File: src/rtl/mem_port_arbiter.sv
// rtl/mem_port_arbiter.sv - single-port memory arbiter shared by fetch and data access stages
module mem_port_arbiter #(
    parameter int MEM_LAT    = 2,
    parameter int STARVE_MAX = 3
) (
    input  logic        clk,
    input  logic        rst,
    input  logic        f_req,
    input  logic [31:0] f_addr,
    output logic        f_gnt,
    output logic        f_rvalid,
    output logic [31:0] f_rdata,
    input  logic        d_req,
    input  logic        d_we,
    input  logic [31:0] d_addr,
    input  logic [31:0] d_wdata,
    output logic        d_gnt,
    output logic        d_rvalid,
    output logic [31:0] d_rdata,
    output logic        m_req,
    output logic        m_we,
    output logic [31:0] m_addr,
    output logic [31:0] m_wdata,
    input  logic [31:0] m_rdata,
    output logic        busy
);

    localparam int LW = $clog2(MEM_LAT + 1);
    localparam int SW = $clog2(STARVE_MAX + 1);

    typedef enum logic [1:0] {
        S_IDLE,
        S_ACCESS,
        S_WAIT,
        S_RESP
    } state_t;

    state_t          state;
    state_t          state_nx;
    logic [LW-1:0]   lat_cnt;
    logic [SW-1:0]   starve_cnt;
    logic            owner_d;
    logic            starved;
    logic            grant;
    logic            last_wait;

    assign starved   = (starve_cnt == SW'(STARVE_MAX));
    assign grant     = f_gnt | d_gnt;
    assign last_wait = (state == S_WAIT) && (lat_cnt == LW'(1));

    always_comb begin
        state_nx = state;
        f_gnt    = 1'b0;
        d_gnt    = 1'b0;
        case (state)
            S_IDLE: begin
                // Data has priority unless fetch has waited out STARVE_MAX data grants
                if (d_req && !(f_req && starved)) begin
                    d_gnt    = 1'b1;
                    state_nx = S_ACCESS;
                end else if (f_req) begin
                    f_gnt    = 1'b1;
                    state_nx = S_ACCESS;
                end
            end
            S_ACCESS: state_nx = S_WAIT;
            S_WAIT:   if (last_wait) state_nx = S_RESP;
            S_RESP:   state_nx = S_IDLE;
            default:  state_nx = S_IDLE;
        endcase
    end

    always_ff @(posedge clk or negedge rst) begin
        if (!rst) begin
            state <= S_IDLE;
        end else begin
            state <= state_nx;
        end
    end

    always_ff @(posedge clk or negedge rst) begin
        if (!rst) begin
            lat_cnt    <= '0;
            starve_cnt <= '0;
            owner_d    <= 1'b0;
            m_req      <= 1'b0;
            m_we       <= 1'b0;
            m_addr     <= '0;
            m_wdata    <= '0;
            f_rdata    <= '0;
            d_rdata    <= '0;
        end else begin
            m_req <= grant;
            if (grant) begin
                owner_d <= d_gnt;
                m_we    <= d_gnt & d_we;
                m_addr  <= d_gnt ? d_addr : f_addr;
                if (d_gnt) begin
                    m_wdata <= d_wdata;
                end
            end

            if (f_gnt) begin
                starve_cnt <= '0;
            end else if (d_gnt) begin
                if (!f_req) begin
                    starve_cnt <= '0;
                end else if (!starved) begin
                    starve_cnt <= starve_cnt + SW'(1);
                end
            end

            if (state == S_ACCESS) begin
                lat_cnt <= LW'(MEM_LAT);
            end else if (state == S_WAIT) begin
                lat_cnt <= lat_cnt - LW'(1);
            end

            // Writes complete without touching either read-data register
            if (last_wait && !(owner_d && m_we)) begin
                if (owner_d) begin
                    d_rdata <= m_rdata;
                end else begin
                    f_rdata <= m_rdata;
                end
            end
        end
    end

    assign f_rvalid = (state == S_RESP) && !owner_d;
    assign d_rvalid = (state == S_RESP) && owner_d;
    assign busy     = (state != S_IDLE);

endmodule

File: config.mk
export PLATFORM = sky130hd
export DESIGN_NAME = mem_port_arbiter
export DESIGN_NICKNAME = d
export VERILOG_FILES = /design/src/rtl/mem_port_arbiter.sv
export SDC_FILE = /design/constraint.sdc
export NUM_CORES = 1
export LEC_CHECK = 0
export BUFFER_PORTS_ARGS = -buffer_cell sky130_fd_sc_hd__buf_2
export CORE_UTILIZATION = 51
export CTS_BUF_LIST = sky130_fd_sc_hd__clkbuf_2 sky130_fd_sc_hd__clkbuf_4 sky130_fd_sc_hd__clkbuf_8
export DETAILED_ROUTE_END_ITERATION = 6
export GPL_TIMING_DRIVEN = 0
export PLACE_DENSITY = 0.89
export SLEW_MARGIN = 15
export SYNTH_ARGS = -nofsm -noshare
export SYNTH_HDL_FRONTEND = slang
export SYNTH_SLANG_ARGS = --single-unit
File: constraint.sdc
create_clock -name clk -period 5.1 [get_ports clk]
set_clock_uncertainty 0.15 [all_clocks]
set_input_delay 0 -clock clk [delete_from_list [all_inputs] [get_ports clk]]
set_output_delay 0 -clock clk [all_outputs]
set_load 0.005 [all_outputs]
==> results of run 1 <==
-- stage by stage --
stage	hold WS, ps	setup WS (ps)	instance area [sq um]	power, mW	utilization (%)
finish	181	2060	8870	5.07	85.1
global route	190	1920	8870	5.32	85.1
CTS	155	2240	8870	4.86	85.1
detailed placement	-127	2930	7070	3.68	67.8
global placement	70.2	2210	7030	3.55	67.5
floorplan	-446	3340	5530	2.81	-
-- final timing paths --
kind / startpoint / slack, ps / cells past startpoint / end
min in group asynchronous: rst / 590 / 4 / f_rdata[15]
max reg2reg: state[0] / 2060 / 8 / starve_cnt[1]
min reg2reg: m_wdata[9] / 350 / 1 / m_wdata[9]
max in group asynchronous: rst / 3860 / 4 / m_addr[21]
max: state[0] / 2060 / 8 / starve_cnt[1]
min: d_wdata[28] / 180 / 3 / m_wdata[28]
-- state kept, by name, summed over array words and instances (netlist names) --
| signal | count |
|---|---|
| owner_d | 1 |
| state | 2 |
| starve_cnt | 2 |
| m_addr | 32 |
| m_we | 1 |
| lat_cnt | 2 |
| d_rdata | 32 |
| m_req | 1 |
| f_rdata | 32 |
| m_wdata | 32 |
-- logic make-up (layout without fill, tap and decap cells) --
logic type / after synthesis / after routing / synth area share (%)
adders and majority gates: 6 / 6 / 1.36
buffers and inverters: 32 / 470 / 2.88
and+or+nand+nor: 44 / 44 / 3.60
AOI/OAI and AO/OA: 107 / 107 / 10.2
muxes: 98 / 98 / 20.0
DFF: 137 / 137 / 62.0
-- synth_stat cells, types with 3 or more instances --
master / count / area (sq um)
mux2_2: 96 / 1080
o21ai_0: 68 / 340
clkbuf_1: 11 / 41.3
buf_6: 3 / 33.8
ha_1: 6 / 75.1
dfrtp_1: 137 / 3430
nand2_1: 35 / 131
a21oi_1: 32 / 160
buf_2: 10 / 50.1
inv_1: 6 / 22.5
-- cell type report --
class,count,area (sq um),share of cell area (%)
plain buffers,25,133,1.50
clock inverters,13,145,1.64
repair buffers,406,2770,31.2
well taps,136,170,1.92
flip-flops and latches,137,3430,38.7
multi-input cells,255,1940,21.9
clock buffers,19,255,2.88
inverters,7,26.3,0.296
-- power by group through the flow --
stage                     sequential, mW  clock, mW  combinational, mW
final                               1.98      0.901               2.19
after global routing                2.03      0.951               2.34
after CTS                           1.92      0.904               2.04
after detailed placement            1.93          0               1.75
after global placement              1.89          0               1.66
after floorplan                     1.96          0              0.851
-- what timing repair did --
action                    CTS  global route
buffers inserted            0             0
hold buffers              138             0
hold endpoints to repair  271             0
resized for setup           0             0
-- critical path: stages, from the launching register on --
cell and delay [ps]:
dfrtp_1 430, inv_1 100, ha_1 150, buf_4 180, clkbuf_1 430, nand3_1 140
dlygate4sd3_1 630, o21ai_0 190, dlygate4sd3_1 570
-- metal layers --
layer	wire length (um)	vias to the layer above	global-route usage, %
li1	-	2341	-
met1	7300	2650	41.6
met2	10500	427	66.0
met3	1680	96	8.95
met4	1090	0	21.3
met5	0	-	0
==> out/results.txt, run 1 <==
P_leak: 4.35 nW
Setup CP Type: reg2reg
Vias in the first global route: 6011
Clock Path Buffers: 2
Count of pins over their slew limit: 0
Fmax: 329 MHz
Post-route ant nets: 0
Switching pwr: 1.79 mW
Worst-Skew Late Latency: 430 ps
Initial antenna violation count: 0
Actual slew at the worst max-slew pin: 520 ps
Slew Limit Headroom: 65.3%
Pre-antenna DRT Iters: 5
Synth warnings: 0
Setup_tns: 0 ps
WP data required: 5320 ps
Largest net degree at the start of global routing: 75
Yosys cell types: 27
Post-synth EDFFs: 0
Internal power: 3.28 mW
GRT Util Overall: 37.5%
WP data arrival: 3260 ps
Via density: 5.53
IO Port Bufs: 267
Initial Util: 53.1%
Switch share: 35.4%
CP max FO: 10
Combinational Power Share: 43.1%
Rows: 37
Most common cell after layout, fill and taps aside: buf_2
Power Dens Cells: 572 mW/mm^2
Chip Width: 106 um
Drt wl/cell: 20.6 um
Critical Path Sink Type: register
Number of synthesized register bits: 137
GRT Residual Overflow: 0
Die H: 106 um
Clk root buf: clkbuf_8
Final net count: 988
Antenna fix cells: 0
Syn avg cell area: 13.0 sq um
Setup Viol. Count Final: 0
Global-route wire length before repair: 31700 um
Sequential power share: 39.1%
Period utilisation layout: 59.6%
Non-filler instance count after layout: 998
H-tree levels: 4
Boundary Pins: 268
Share of layout cells above drive strength 1: 48.1%
Status: completed
Clk pwr share: 17.8%
Routed WL: 20500 um
Maxcap violations: 0
Via count: 5514
Seq/Total Area, Yosys: 62.0%
Synth-to-Final Area Change: 60.4%
GP Congestion: 0.830
Mapped Cells: 424
RSZ-0062 raised after global routing: false
Final hold viol count: 0
Cts bufs inserted: 17
Syn_nets: 563
Final Critical Period: 3040 ps
Initial DRC Count: 392
Most frequent cells in the layout: 276 x buf_2, 137 x dfrtp_1, 137 x dlygate4sd3_1
Placed cell count: 828
Mapped cell area: 0.00553 sq mm
Ys async rst share: 100%
CTS tree: built
Clock-pin slew on the worst setup and hold paths: 80 ps
Core box area: 0.0104 sq mm
Maximum vdd drop: 0.325 mV
Fillcell total: 455
Residual DRC: 0
Dpl hpwl: 10800 um
Hold WC Path Type: in2reg
Top FF cell, synth: dfrtp_1
Clock sinks: 137
CP Launch Type: register
Die ar.: 0.0113 sq mm
No activity file was read; power rests on OpenSTA's default activity.
==> run 2, diff against run 1 <==
CORE_UTILIZATION = 43   (was 51)
PLACE_DENSITY = 0.8   (was 0.89)
clock period = 2.7 ns   (was 5.1 ns; I/O delays follow)
==> run 2 against run 1 <==
- combinational power up 79%
- final cell count up 3.6%
- non-clock buffer count unchanged
- register-to-register slack worse by 1900 ps
- flip-flop and latch count unchanged
==> out/results.txt, run 2 (synthesis results as in run 1) <==
H-tree levels: 4 (unchanged)
RSZ-0062 raised after global routing: false (unchanged)
Clock sinks: 137 (unchanged)
P_leak: 4.31 nW (was 4.35 nW)
Worst path max stage delay: 580 ps (was 630 ps)
Final hold viol count: 0 (unchanged)
Non-filler instance count after layout: 1034 (was 998)
Placed cell count: 864 (was 828)
Die ar.: 0.0133 sq mm (was 0.0113 sq mm)
CP max-delay cell: dlygate4sd3_1 (unchanged)
Design Power: 9.06 mW (was 5.07 mW)
Via density: 5.00 (was 5.53)
Hold WC Path Type: in2reg (unchanged)
Synth-to-Final Area Change: 60.2% (was 60.4%)
Setup CP Type: reg2reg (unchanged)
WP data required: 2930 ps (was 5320 ps)
Combinational Power Share: 43.4% (was 43.1%)
Dpl hpwl: 10600 um (was 10800 um)
Sequential power share: 40.4% (was 39.1%)
Critical Path Sink Type: register (unchanged)
Placed Instance Area: 0.00711 sq mm (was 0.00707 sq mm)
Fillcell total: 855 (was 455)
Actual slew at the worst max-slew pin: 534 ps (was 520 ps)
Fmax: 387 MHz (was 329 MHz)
Clk root buf: clkbuf_8 (unchanged)
Final Critical Period: 2580 ps (was 3040 ps)
Drt wl/cell: 17.1 um (was 20.6 um)
Most used cell, CP: o21ai_0 (was dlygate4sd3_1)
Routed WL: 17700 um (was 20500 um)
Initial antenna violation count: 0 (unchanged)
Maximum vdd drop: 0.506 mV (was 0.325 mV)
Pre-antenna DRT Iters: 7 (was 5)
Buffers & Inverters on Critical Path: 5 (unchanged)
Initial DRC Count: 359 (was 392)
Power Dens Cells: 1020 mW/mm^2 (was 572 mW/mm^2)
Slew Limit Headroom: 64.4% (was 65.3%)
Rows: 41 (was 37)
GRT Residual Overflow: 0 (unchanged)
Most frequent cells in the layout: 276 x buf_2, 137 x dfrtp_1, 137 x dlygate4sd3_1 (unchanged)
Final net count: 988 (unchanged)
CP top delay family: buffers and inverters (unchanged)
Share of layout cells above drive strength 1: 48.6% (was 48.1%)
CP max FO: 10 (unchanged)
Maxcap violations: 0 (unchanged)
Vias in the first global route: 5521 (was 6011)
Count of pins over their slew limit: 0 (unchanged)
Setup_tns: 0 ps (unchanged)
Post-route ant nets: 0 (unchanged)
Residual DRC: 0 (unchanged)
GRT Util Overall: 26.8% (was 37.5%)
WP data arrival: 2810 ps (was 3260 ps)
Most common cell after layout, fill and taps aside: buf_2 (unchanged)
Global-route wire length before repair: 26900 um (was 31700 um)
Core box area: 0.0126 sq mm (was 0.0104 sq mm)
Antenna fix cells: 0 (unchanged)
Largest net degree at the start of global routing: 72 (was 75)
Internal power: 5.96 mW (was 3.28 mW)
Clk pwr share: 16.3% (was 17.8%)
CTS tree: built (unchanged)
Setup Viol. Count Final: 0 (unchanged)
Fin Hold WS: 188 ps (was 181 ps)
Cell breakdown of the critical path: inv_1 > ha_1 > buf_4 > o21ai_2 > inv_2 > clkbuf_2 > o21ai_0 > o21ai_0 > dlygate4sd3_1 (was inv_1 > ha_1 > buf_4 > clkbuf_1 > nand3_1 > dlygate4sd3_1 > o21ai_0 > dlygate4sd3_1)
Cts bufs inserted: 17 (unchanged)
Clock-pin slew on the worst setup and hold paths: 80 ps (about the same)
Status: completed (unchanged)
Post-route cell area: 0.00886 sq mm (was 0.00887 sq mm)
Worst-Skew Late Latency: 430 ps (about the same)
Via count: 5173 (was 5514)
Switching pwr: 3.09 mW (was 1.79 mW)
IO Port Bufs: 267 (unchanged)
CP Launch Type: register (unchanged)
Boundary Pins: 268 (unchanged)
Period utilisation layout: 95.7% (was 59.6%)
GP Congestion: 0.807 (was 0.830)
Chip Width: 115 um (was 106 um)
Initial Util: 44.0% (was 53.1%)
Die H: 115 um (was 106 um)
Switch share: 34.1% (was 35.4%)
R2R Setup Slk: 120 ps (was 2060 ps)
Clock Path Buffers: 2 (unchanged)
-- run 2: cell types whose count changed in the layout (fill, tap and decap cells not counted), sizes merged --
cell / before / now
clkinvlp: 3 / 7
bufinv: 2 / 0
clkinv: 6 / 5
clkbuf: 30 / 29
-- run 2: layout make-up --
| cell class | instances | area, sq um | area share, % |
|---|---|---|---|
| clock buffers | 18 | 248 | 2.80 |
| inverters | 7 | 26.3 | 0.297 |
| well taps | 172 | 215 | 2.43 |
| flip-flops and latches | 137 | 3430 | 38.7 |
| plain buffers | 25 | 135 | 1.53 |
| clock inverters | 14 | 98.8 | 1.12 |
| repair buffers | 406 | 2760 | 31.2 |
| multi-input cells | 255 | 1940 | 21.9 |
-- run 2: layer usage --
metal / vias to the layer above / GRT usage [%] / wire length, um
met2: 260 / 48.8 / 9330
met3: 51 / 8.86 / 1350
met1: 2512 / 27.6 / 6460
met4: 0 / 12.9 / 555
li1: 2350 / - / -
met5: - / 0 / 0
-- run 2: repair_timing --
action                                  CTS  global route
endpoints found under the setup margin    0            23
setup buffers                             0             0
resized for setup                         0             6
hold buffers                            138             0
endpoints found under the hold margin   271             0
-- run 2: metrics by stage --
stage,utilization (%),setup WS [ps]
floorplan,-,943
global placement,56.3,-224
detailed placement,56.6,534
CTS,70.4,57.7
global route,70.5,5.63
finish,70.5,117
-- run 2: power groups by stage --
stage / clock, mW / sequential, mW / combinational (mW)
after global placement: 0 / 3.57 / 3.16
final: 1.47 / 3.66 / 3.93
after floorplan: 0 / 3.69 / 1.61
after CTS: 1.50 / 3.61 / 3.82
after detailed placement: 0 / 3.64 / 3.29
after global routing: 1.60 / 3.75 / 4.31
-- run 2: worst register-to-register path, delay by kind of cell, from the launching register on --
family | cells | cell delay, ps
AO/OA/AOI/OAI | 3 | 540
adder cells (fa/ha/maj) | 1 | 150
buffers and inverters | 5 | 1280
flip-flops | 1 | 420
-- run 2: worst paths after layout --
kind,startpoint,to,cells past startpoint
max,state[0],m_addr[18],9
min,d_wdata[13],m_wdata[13],3
max reg2reg,state[0],m_addr[18],9
min reg2reg,m_wdata[7],m_wdata[7],1
max in group asynchronous,rst,d_rdata[18],4
min in group asynchronous,rst,m_addr[9],3
